===== config.mk =====
export PLATFORM = sky130hd
export DESIGN_NAME = ssp_tx_arbiter
export DESIGN_NICKNAME = d
export VERILOG_FILES = /design/src/rtl/ssp_tx_arbiter.sv
export SDC_FILE = /design/constraint.sdc
export NUM_CORES = 1
export LEC_CHECK = 0
export ABC_AREA = 1
export CAP_MARGIN = 5
export CELL_PAD_IN_SITES_DETAIL_PLACEMENT = 2
export CELL_PAD_IN_SITES_GLOBAL_PLACEMENT = 2
export CORE_MARGIN = 3
export CORE_UTILIZATION = 33
export DETAILED_ROUTE_END_ITERATION = 16
export DONT_BUFFER_PORTS = 1
export PLACE_DENSITY = 0.78
export SETUP_SLACK_MARGIN = 0.4
export SLEW_MARGIN = 0
export SYNTH_ARGS = -nofsm -noshare
export SYNTH_HDL_FRONTEND = slang
export SYNTH_SLANG_ARGS = --single-unit
export TNS_END_PERCENT = 30

===== constraint.sdc =====
create_clock -name i_pclk -period 1.9 [get_ports i_pclk]
set_clock_uncertainty 0.1 [all_clocks]
set_input_delay 0.19 -clock i_pclk [delete_from_list [all_inputs] [get_ports i_pclk]]
set_output_delay 0.19 -clock i_pclk [all_outputs]
set_load 0.05 [all_outputs]

===== src/rtl/ssp_tx_arbiter.sv =====
// Round-robin arbiter sharing one SSP frame transmitter among NREQ byte requesters.
// Optional SSP_ARB_PRIORITY_EN gives requester 0 strict priority over the round-robin group.
module ssp_tx_arbiter #(
   parameter int NREQ          = 4,
   parameter int START_TIMEOUT = 15
) (
   input  logic              i_pclk,
   input  logic              i_clear,
   input  logic [NREQ-1:0]   i_req,
   input  logic [8*NREQ-1:0] i_req_data,
   output logic [NREQ-1:0]   o_ack,
   input  logic              i_transmit_complete,
   output logic              o_tx_ready,
   output logic [7:0]        o_tx_data,
   output logic [2:0]        o_grant_id,
   output logic              o_busy,
   output logic              o_err
);

   typedef enum logic [1:0] {
      S_IDLE,
      S_LOAD,
      S_WAIT_START,
      S_WAIT_DONE
   } state_t;

   state_t          r_state;
   logic [3:0]      r_cnt;
   logic [2:0]      r_last;

   logic [NREQ-1:0] w_cand;
   logic [NREQ-1:0] w_onehot;
   logic            w_found;
   logic [2:0]      w_winner;
   logic [7:0]      w_byte;
   logic            w_rr_update;

   // Descending offset scan: the last hit is the nearest requester after r_last.
   always_comb begin
      w_cand      = i_req;
      w_onehot    = '0;
      w_found     = 1'b0;
      w_winner    = r_last;
      w_rr_update = 1'b1;
`ifdef SSP_ARB_PRIORITY_EN
      w_cand[0]   = 1'b0;
`endif
      for (int k = NREQ; k >= 1; k--) begin
         for (int i = 0; i < NREQ; i++) begin
            if (w_cand[i] && (i == ((int'(r_last) + k) % NREQ))) begin
               w_found     = 1'b1;
               w_winner    = 3'(i);
               w_onehot    = '0;
               w_onehot[i] = 1'b1;
            end
         end
      end
`ifdef SSP_ARB_PRIORITY_EN
      // Requester 0 preempts the rotation and leaves r_last untouched.
      if (i_req[0]) begin
         w_found     = 1'b1;
         w_winner    = 3'd0;
         w_onehot    = '0;
         w_onehot[0] = 1'b1;
         w_rr_update = 1'b0;
      end
`endif
   end

   always_comb begin
      w_byte = 8'h00;
      for (int i = 0; i < NREQ; i++) begin
         if (w_onehot[i]) begin
            w_byte = i_req_data[8*i +: 8];
         end
      end
   end

   always_ff @(posedge i_pclk) begin
      if (i_clear) begin
         r_state    <= S_IDLE;
         r_cnt      <= 4'd0;
         r_last     <= 3'(NREQ - 1);
         o_ack      <= '0;
         o_tx_ready <= 1'b0;
         o_tx_data  <= 8'h00;
         o_grant_id <= 3'd0;
         o_busy     <= 1'b0;
         o_err      <= 1'b0;
      end else begin
         o_ack <= '0;
         o_err <= 1'b0;
         case (r_state)
            S_IDLE: begin
               if (w_found && i_transmit_complete) begin
                  o_tx_data  <= w_byte;
                  o_grant_id <= w_winner;
                  o_ack      <= w_onehot;
                  o_busy     <= 1'b1;
                  r_state    <= S_LOAD;
                  if (w_rr_update) begin
                     r_last <= w_winner;
                  end
               end
            end
            S_LOAD: begin
               o_tx_ready <= 1'b1;
               r_cnt      <= 4'd0;
               r_state    <= S_WAIT_START;
            end
            S_WAIT_START: begin
               if (!i_transmit_complete) begin
                  o_tx_ready <= 1'b0;
                  r_state    <= S_WAIT_DONE;
               end else if (r_cnt == 4'(START_TIMEOUT - 1)) begin
                  // Transmitter never started: the byte is dropped, not retried.
                  o_tx_ready <= 1'b0;
                  o_err      <= 1'b1;
                  o_busy     <= 1'b0;
                  r_state    <= S_IDLE;
               end else begin
                  r_cnt <= r_cnt + 4'd1;
               end
            end
            S_WAIT_DONE: begin
               if (i_transmit_complete) begin
                  o_busy  <= 1'b0;
                  r_state <= S_IDLE;
               end
            end
            default: begin
               o_tx_ready <= 1'b0;
               o_busy     <= 1'b0;
               r_state    <= S_IDLE;
            end
         endcase
      end
   end

endmodule


==> results by group, run 1 <==
Cells and area
  • Final std cells w/o fill: 340
  • Register cell area after layout: 515.5 µm²
  • Area growth, synth to finish: 42.71%
  • Fillers: 548
  • Area occupied by multi-input gates: 1300 µm²
  • Area of all placed cells without fillers: 2462 µm²
  • Nets: 319
  • Share of cells above drive strength 1: 43.96%
  • Number of diodes added for antenna fixing: 0

Placed design
  • Area of placed instances: 1858 µm²
  • Number of buffers inserted by port buffering: 0
  • Post-placement cell count: 318
  • Placer congestion estimate: 0.8566
  • Setup slack at placement: -0.02984 ns
  • Half-perimeter wire length after detailed placement: 4376 µm

Floorplanning
  • Chip height: 78.31 µm
  • IO Pins: 57
  • Area enclosed by the die boundary: 6132 µm²
  • Std-Cell Core Area: 4880 µm²
  • Die Span X: 78.31 µm
  • Count of standard-cell rows: 25
  • Initial Util: 35.36%

CTS
  • Clk_lat worst skew: 0.29 ns
  • Number of sinks handled by clock tree synthesis: 25
  • Worst-case clock buffer depth: 2
  • CTS clk-pin slew, worst paths: 0.09 ns
  • CTS tree: yes
  • CTS buffer count: 3
  • Clock Tree Root: clkbuf_8
  • Number of levels the H-tree was split into: 1

Pwr
  • Internal power: 1.941 mW
  • Leakage power: 1.084 nW
  • Max IR drop VDD: 727.1 µV
  • Part of the power in the clock network: 7.9%
  • Total power: 4.399 mW
  • Power per Cell Area: 1786 nW/µm²
  • Share of power burned in registers: 28.7%
  • P_sw: 2.458 mW
  • Combinational share of power: 63.4%
  • Switching share of power: 55.88%

Synthesis
  • Number of instances in the synthesized netlist: 247
  • Count of different cell masters after synthesis: 37
  • Synth top area share: 29.01%
  • Share of flip-flops with an asynchronous set or reset: 0%
  • Dominant synthesized flop cell: dfxtp_1
  • Most numerous cell types in the synthesized netlist: nand2_1 (47), inv_1 (39), nor2_1 (27), dfxtp_1 (25), a21oi_1 (12)
  • Area share of fa/ha/maj cells after synthesis: 4.351%
  • Mux contribution to synthesized area: 0%
  • Syn Std Cell Area: 1725 µm²
  • Most used standard cell by instance count after synthesis: nand2_1
  • Fraction of the mapped netlist area in compound gates: 18.78%
  • Area fraction in and, or, nand and nor cells after synthesis: 32.99%
  • Number of enable flip-flop cells after synthesis: 0
  • Warnings from Yosys: 0
  • Synth Register Bits: 25
  • Main combinational cell family by area after synthesis: simple AND/OR/NAND/NOR gates
  • Share of the synthesized netlist area taken by xor and xnor gates: 1.015%
  • Synthesized net count: 292
  • Sequential share of the synthesized area: 29.01%
  • Largest cells by area after synthesis: dfxtp_1 (29%), nand2_1 (10%), inv_1 (8.5%)
  • Average size of a mapped cell: 6.985 µm²
  • Leading area contributor after synthesis: dfxtp_1

Global route
  • All-Layer GR Usage: 27.48%
  • Antenna violations before repair: 0
  • Maximum number of pins on one net before global-route repair: 14
  • First-pass GRT wire length: 12450 µm
  • Via count of the first global-routing pass: 2129
  • Overflow left after global routing: 0

Timing
  • Final setup fails: 18
  • Pin slew with the least headroom to its limit: 0.6885 ns
  • Crit share post-route: 113.9%
  • Final min period: 2.163 ns
  • Setup slack of the critical path after layout: -0.2634 ns
  • Max-Slew Margin vs Limit: 54.04%
  • Final max-slew violation count: 0
  • Unrepaired setup endpoints after global routing: yes
  • Final Hold Vio Count: 0
  • Worst hold margin: 0.01441 ns
  • Max Clk Rate: 0.4622 GHz

Routing
  • Per-cell via count in the routed design: 5.732
  • First drt pass iteration count: 4
  • Initial drt markers: 87
  • Routed wire length: 9314 µm
  • Number of nets with antenna violations after routing: 0
  • Remaining DRCs: 0
  • Via count of the routed design: 1949
  • Routed wirelength normalized by instance count: 27.39 µm

Setup path
  • Largest incremental delay on the critical path: 0.35 ns
  • Required time of the worst setup path: 2.03 ns
  • Endpoint class of the critical path: flop
  • CP cell instances: buf_12 > nand2_8 > nor2_2 > inv_1 > nand2_1 > inv_1 > nand2_1 > o21ai_2 > nand4_1 > nand2_4 > nand2_2 > nand2_2 > nor2_4 > nor2_4
  • Slowest cell on crit path: dfxtp_2
  • Worst Path Buf+Inv: 3
  • Arrival time of data at the critical path endpoint: 2.29 ns
  • Max Fanout on Critical Path: 8
  • Kind of launch point of the worst setup path: flop
  • Kind of critical path: reg -> reg
  • Delay-heaviest family, CP: simple AND/OR/NAND/NOR gates

Run
  • Maximum Capacitance Violations: 0

Outcome
  • Run status: finished with violations
  • Violations in the final reports: negative setup slack

Worst hold path
  • Worst min-delay path category: in -> reg
area by class of cell:
| type | count | share of cell area [%] |
|---|---|---|
| Multi-Input combinational cell | 171 | 52.79 |
| Sequential cell | 25 | 20.93 |
| Timing Repair Buffer | 29 | 13.31 |
| Inverter | 44 | 7.724 |
| Tap cell | 67 | 3.404 |
| Clock buffer | 4 | 1.829 |
per-stage QoR:
step	util (%)	TNS (ns)
final	50.46	-2.940
after CTS	46.51	-0.03058
after detailed placement	38.08	-0.1122
after floorplan	-	0
after global routing	50.46	-4.430
after global placement	38.08	0
worst paths after layout:
path,startpoint,end,slack [ns],cells after the start
setup / recovery,r_last[1]$_SDFFE_PP1P_,o_tx_data[0]$_SDFFE_PP0P_,-0.26,14
hold reg to reg,r_cnt[1]$_SDFFE_PP0P_,r_cnt[1]$_SDFFE_PP0P_,0.42,2
hold / removal,i_req_data[30],o_tx_data[6]$_SDFFE_PP0P_,0.01,4
setup reg to reg,r_last[1]$_SDFFE_PP1P_,o_tx_data[0]$_SDFFE_PP0P_,-0.26,14
kinds of logic after synthesis:
group | Yosys count
other | 1
XOR/XNOR | 2
flip-flops | 25
adder cells (fa/ha/maj) | 6
AND/OR/NAND/NOR | 110
AO/OA/AOI/OAI | 52
buffers and inverters | 51
flip-flops by register name (all words and copies together), names as in the netlist:
register and flops:
o_ack 4, o_busy 1, r_state 2, o_err 1, o_grant_id 2, o_tx_ready 1, r_last 2, o_tx_data 8
r_cnt 4
cells in the final DEF (no fill, tap or decap), types with 4 or more instances in the layout:
master | synthesis | routed
nor2_2 | 2 | 10
o21ai_1 | 7 | 6
inv_2 | 2 | 5
nor2_4 | 5 | 11
buf_4 | 1 | 17
a21oi_1 | 12 | 8
o21ai_0 | 7 | 4
nand4_1 | 4 | 4
nor2_1 | 27 | 13
buf_12 | 0 | 4
nand2_2 | 4 | 16
inv_1 | 39 | 32
a21o_1 | 7 | 7
dfxtp_1 | 25 | 19
buf_6 | 4 | 4
nand3_1 | 7 | 5
nand2_4 | 4 | 7
a21oi_2 | 2 | 5
nand2_1 | 47 | 30
o22ai_1 | 9 | 8
inv_4 | 2 | 5
worst register-to-register path: cells and delay by family, from the launching register on:
kind            cells  cell delay [ns]
compound gates      1             0.20
buf+inv             3             0.36
simple gates       10             1.09
flops               1             0.35
power groups by stage:
stage	clock network, mW	logic, mW	registers (mW)
detailed placement	0	1.61	1.21
global placement	0	1.55	1.20
global route	0.379	2.94	1.28
CTS	0.329	2.19	1.22
floorplan	0	1.20	1.15
finish	0.349	2.79	1.26
routing by layer:
metal	vias to the layer above	global-route usage, %	part of all wire (%)
met2	95	51.20	50
met4	0	11.89	5.5
met3	33	6.078	5.1
li1	841	-	-
met1	980	29.52	39
met5	-	0	0
timing repair:
item / in CTS / in global routing
pin swaps: 25 / 26
hold buffers: 2 / 0
hold endpoints to repair: 9 / 0
gates resized for setup: 51 / 49
setup endpoints to repair: 23 / 23
setup buffers: 12 / 2
cloned: 2 / 0
Note: power is estimated with default switching activity, not from simulation.
==> inputs of run 2 (changes only) <==
--- a/config.mk
+++ b/config.mk
@@ -14,6 +14,7 @@
 export DETAILED_ROUTE_END_ITERATION = 16
 export DONT_BUFFER_PORTS = 1
 export PLACE_DENSITY = 0.78
+export REMOVE_ABC_BUFFERS = 1
 export SETUP_SLACK_MARGIN = 0.4
 export SLEW_MARGIN = 0
 export SYNTH_ARGS = -nofsm -noshare
==> constraint.sdc (replaced) <==
create_clock -name i_pclk -period 2.4 [get_ports i_pclk]
set_clock_uncertainty 0.1 [all_clocks]
set_input_delay 0.24 -clock i_pclk [delete_from_list [all_inputs] [get_ports i_pclk]]
set_output_delay 0.24 -clock i_pclk [all_outputs]
set_load 0.05 [all_outputs]
==> run 2 against run 1 <==
  * The flow now finishes without violations
  * Critical path depth did not move
  * Critical endpoint is now o_tx_data[1]$_SDFFE_PP0P_
  * First-iteration DRC count down 40%
  * Core utilization down 7.3 points
  * Sequential share of layout area increased by 3.1 points
  * Clock power down 23%
  * Highest routed layer unchanged
==> results by group, run 2 (synthesis results as in run 1) <==
Cells and area
  • Commonest cells after routing, fill and taps aside: nand2_1 (43), inv_1 (37), dfxtp_1 (23)
  • Leading cell type in the layout, fill and taps excluded: nand2_1
  • Biggest registers after layout: o_tx_data: 8 flops, o_ack: 4 flops, r_cnt: 4 flops
  • Number of diodes added for antenna fixing: 0
  • Area growth, synth to finish: 22.04%
  • Share of cells above drive strength 1: 26.44%
  • Fillers: 581
  • Nets: 307
  • Area of all placed cells without fillers: 2106 µm²
  • Top reg by flops: o_tx_data
  • Number of flip-flops in the largest register: 8

Placed design
  • Half-perimeter wire length after detailed placement: 4210 µm
  • Setup slack at placement: 0.2540 ns
  • Number of buffers inserted by port buffering: 0
  • Placer congestion estimate: 0.8066
  • Area of placed instances: 1777 µm²

Setup path
  • Max Fanout on Critical Path: 8
  • Slowest cell on crit path: dfxtp_2
  • Required time of the worst setup path: 2.47 ns
  • Worst Path Buf+Inv: 5
  • Delay-heaviest family, CP: simple AND/OR/NAND/NOR gates
  • Kind of launch point of the worst setup path: flop
  • CP cell instances: buf_12 > inv_8 > nand2_4 > nor2_8 > inv_6 > nand2_4 > nor2_4 > nand4_2 > nand2_2 > nor2_4 > buf_12 > clkbuf_16 > o21ai_0 > nor2_1
  • Kind of critical path: reg -> reg
  • R2r startpoint: r_last[0]$_SDFFE_PP1P_
  • Arrival time of data at the critical path endpoint: 2.13 ns
  • Endpoint class of the critical path: flop
  • Worst Setup SP: r_last[0]$_SDFFE_PP1P_
  • Largest incremental delay on the critical path: 0.37 ns

Timing
  • Final max-slew violation count: 0
  • TNS Setup: 0 ns
  • Max-Slew Margin vs Limit: 62.12%
  • Final Hold Vio Count: 0
  • Setup slack of the critical path after layout: 0.3420 ns
  • Unrepaired setup endpoints after global routing: yes
  • Final min period: 2.058 ns
  • Crit share post-route: 85.75%
  • Max Clk Rate: 0.4859 GHz
  • Pin slew with the least headroom to its limit: 0.5675 ns
  • Final setup fails: 0

Routing
  • Via count of the routed design: 1708
  • Routed wire length: 6652 µm
  • Routed wirelength normalized by instance count: 20.28 µm
  • Initial drt markers: 52
  • Per-cell via count in the routed design: 5.207
  • Number of nets with antenna violations after routing: 0
  • Remaining DRCs: 0
  • First drt pass iteration count: 4

Floorplanning
  • Std-Cell Core Area: 4880 µm²
  • Die Span X: 78.31 µm
  • Count of standard-cell rows: 25
  • Area enclosed by the die boundary: 6132 µm²
  • IO Pins: 57
  • Chip height: 78.31 µm
  • Initial Util: 35.36%

Pwr
  • Internal power: 1.282 mW
  • Share of power burned in registers: 34.7%
  • Total power: 2.826 mW
  • Part of the power in the clock network: 9.5%
  • Max IR drop VDD: 671.2 µV
  • P_sw: 1.544 mW
  • Leakage power: 0.9803 nW
  • Switching share of power: 54.65%
  • Power per Cell Area: 1342 nW/µm²
  • Combinational share of power: 55.9%

Global route
  • First-pass GRT wire length: 8873 µm
  • Antenna violations before repair: 0
  • All-Layer GR Usage: 18.01%
  • Overflow left after global routing: 0
  • Maximum number of pins on one net before global-route repair: 16
  • Via count of the first global-routing pass: 1832

CTS
  • Clock Tree Root: clkbuf_8
  • CTS tree: yes
  • Worst-case clock buffer depth: 2
  • CTS buffer count: 3
  • CTS clk-pin slew, worst paths: 0.10 ns
  • Number of levels the H-tree was split into: 1
  • Number of sinks handled by clock tree synthesis: 25
  • Clk_lat worst skew: 0.27 ns

Run
  • Maximum Capacitance Violations: 0

Worst hold path
  • Critical hold path startpoint: i_transmit_complete
  • Worst min-delay path category: in -> reg

Outcome
  • Run status: completed
## run 2: per-stage QoR
step / hold WS [ns] / utilization [%] / instances
global route: 0.05248 / 43.15 / 328
floorplan: 0.2024 / - / 240
CTS: 0.02806 / 37.95 / 316
finish: 0.04086 / 43.15 / 328
detailed placement: 0.2071 / 36.41 / 309
global placement: 0.2044 / 36.41 / 309
## run 2: repair_timing
action,CTS,global route
pin swaps,1,19
gates resized for setup,1,36
endpoints found under the hold margin,9,0
hold buffers,1,0
gates cloned,0,1
endpoints found under the setup margin,11,19
buffers inserted,2,11
## run 2: layout make-up
type / count / area, µm² / area share, %
multi-input combinational: 171 / 1096 / 52.05
timing repair buffer: 17 / 188.9 / 8.972
clock inverter: 1 / 7.507 / 0.3565
inverter: 44 / 182.7 / 8.675
sequential: 25 / 505.5 / 24.00
clock buffer: 3 / 41.29 / 1.961
tap: 67 / 83.83 / 3.981
## run 2: path summary, 6_finish.rpt
kind                                to  slack (ns)  depth (start not counted)
max          o_tx_data[1]$_SDFFE_PP0P_        0.34                         14
min                   o_err$_SDFF_PP0_        0.04                          2
min reg2reg    r_state[1]$_SDFFE_PP0P_        0.43                          2
max reg2reg  o_tx_data[1]$_SDFFE_PP0P_        0.34                         14
## run 2: layer usage
metal	vias to the layer above	wire [µm]	global-route usage, %
li1	823	-	-
met1	832	2836	21.11
met2	45	3455	32.28
met3	8	287	4.702
met4	0	72	4.895
met5	-	0	0
## run 2: power groups by stage
stage | Combinational, mW | Sequential [mW] | Clock (mW)
after floorplan | 0.833 | 0.959 | 0
after global placement | 1.12 | 0.969 | 0
after detailed placement | 1.16 | 0.973 | 0
after CTS | 1.19 | 0.966 | 0.279
after global routing | 1.75 | 0.999 | 0.296
final | 1.58 | 0.979 | 0.268
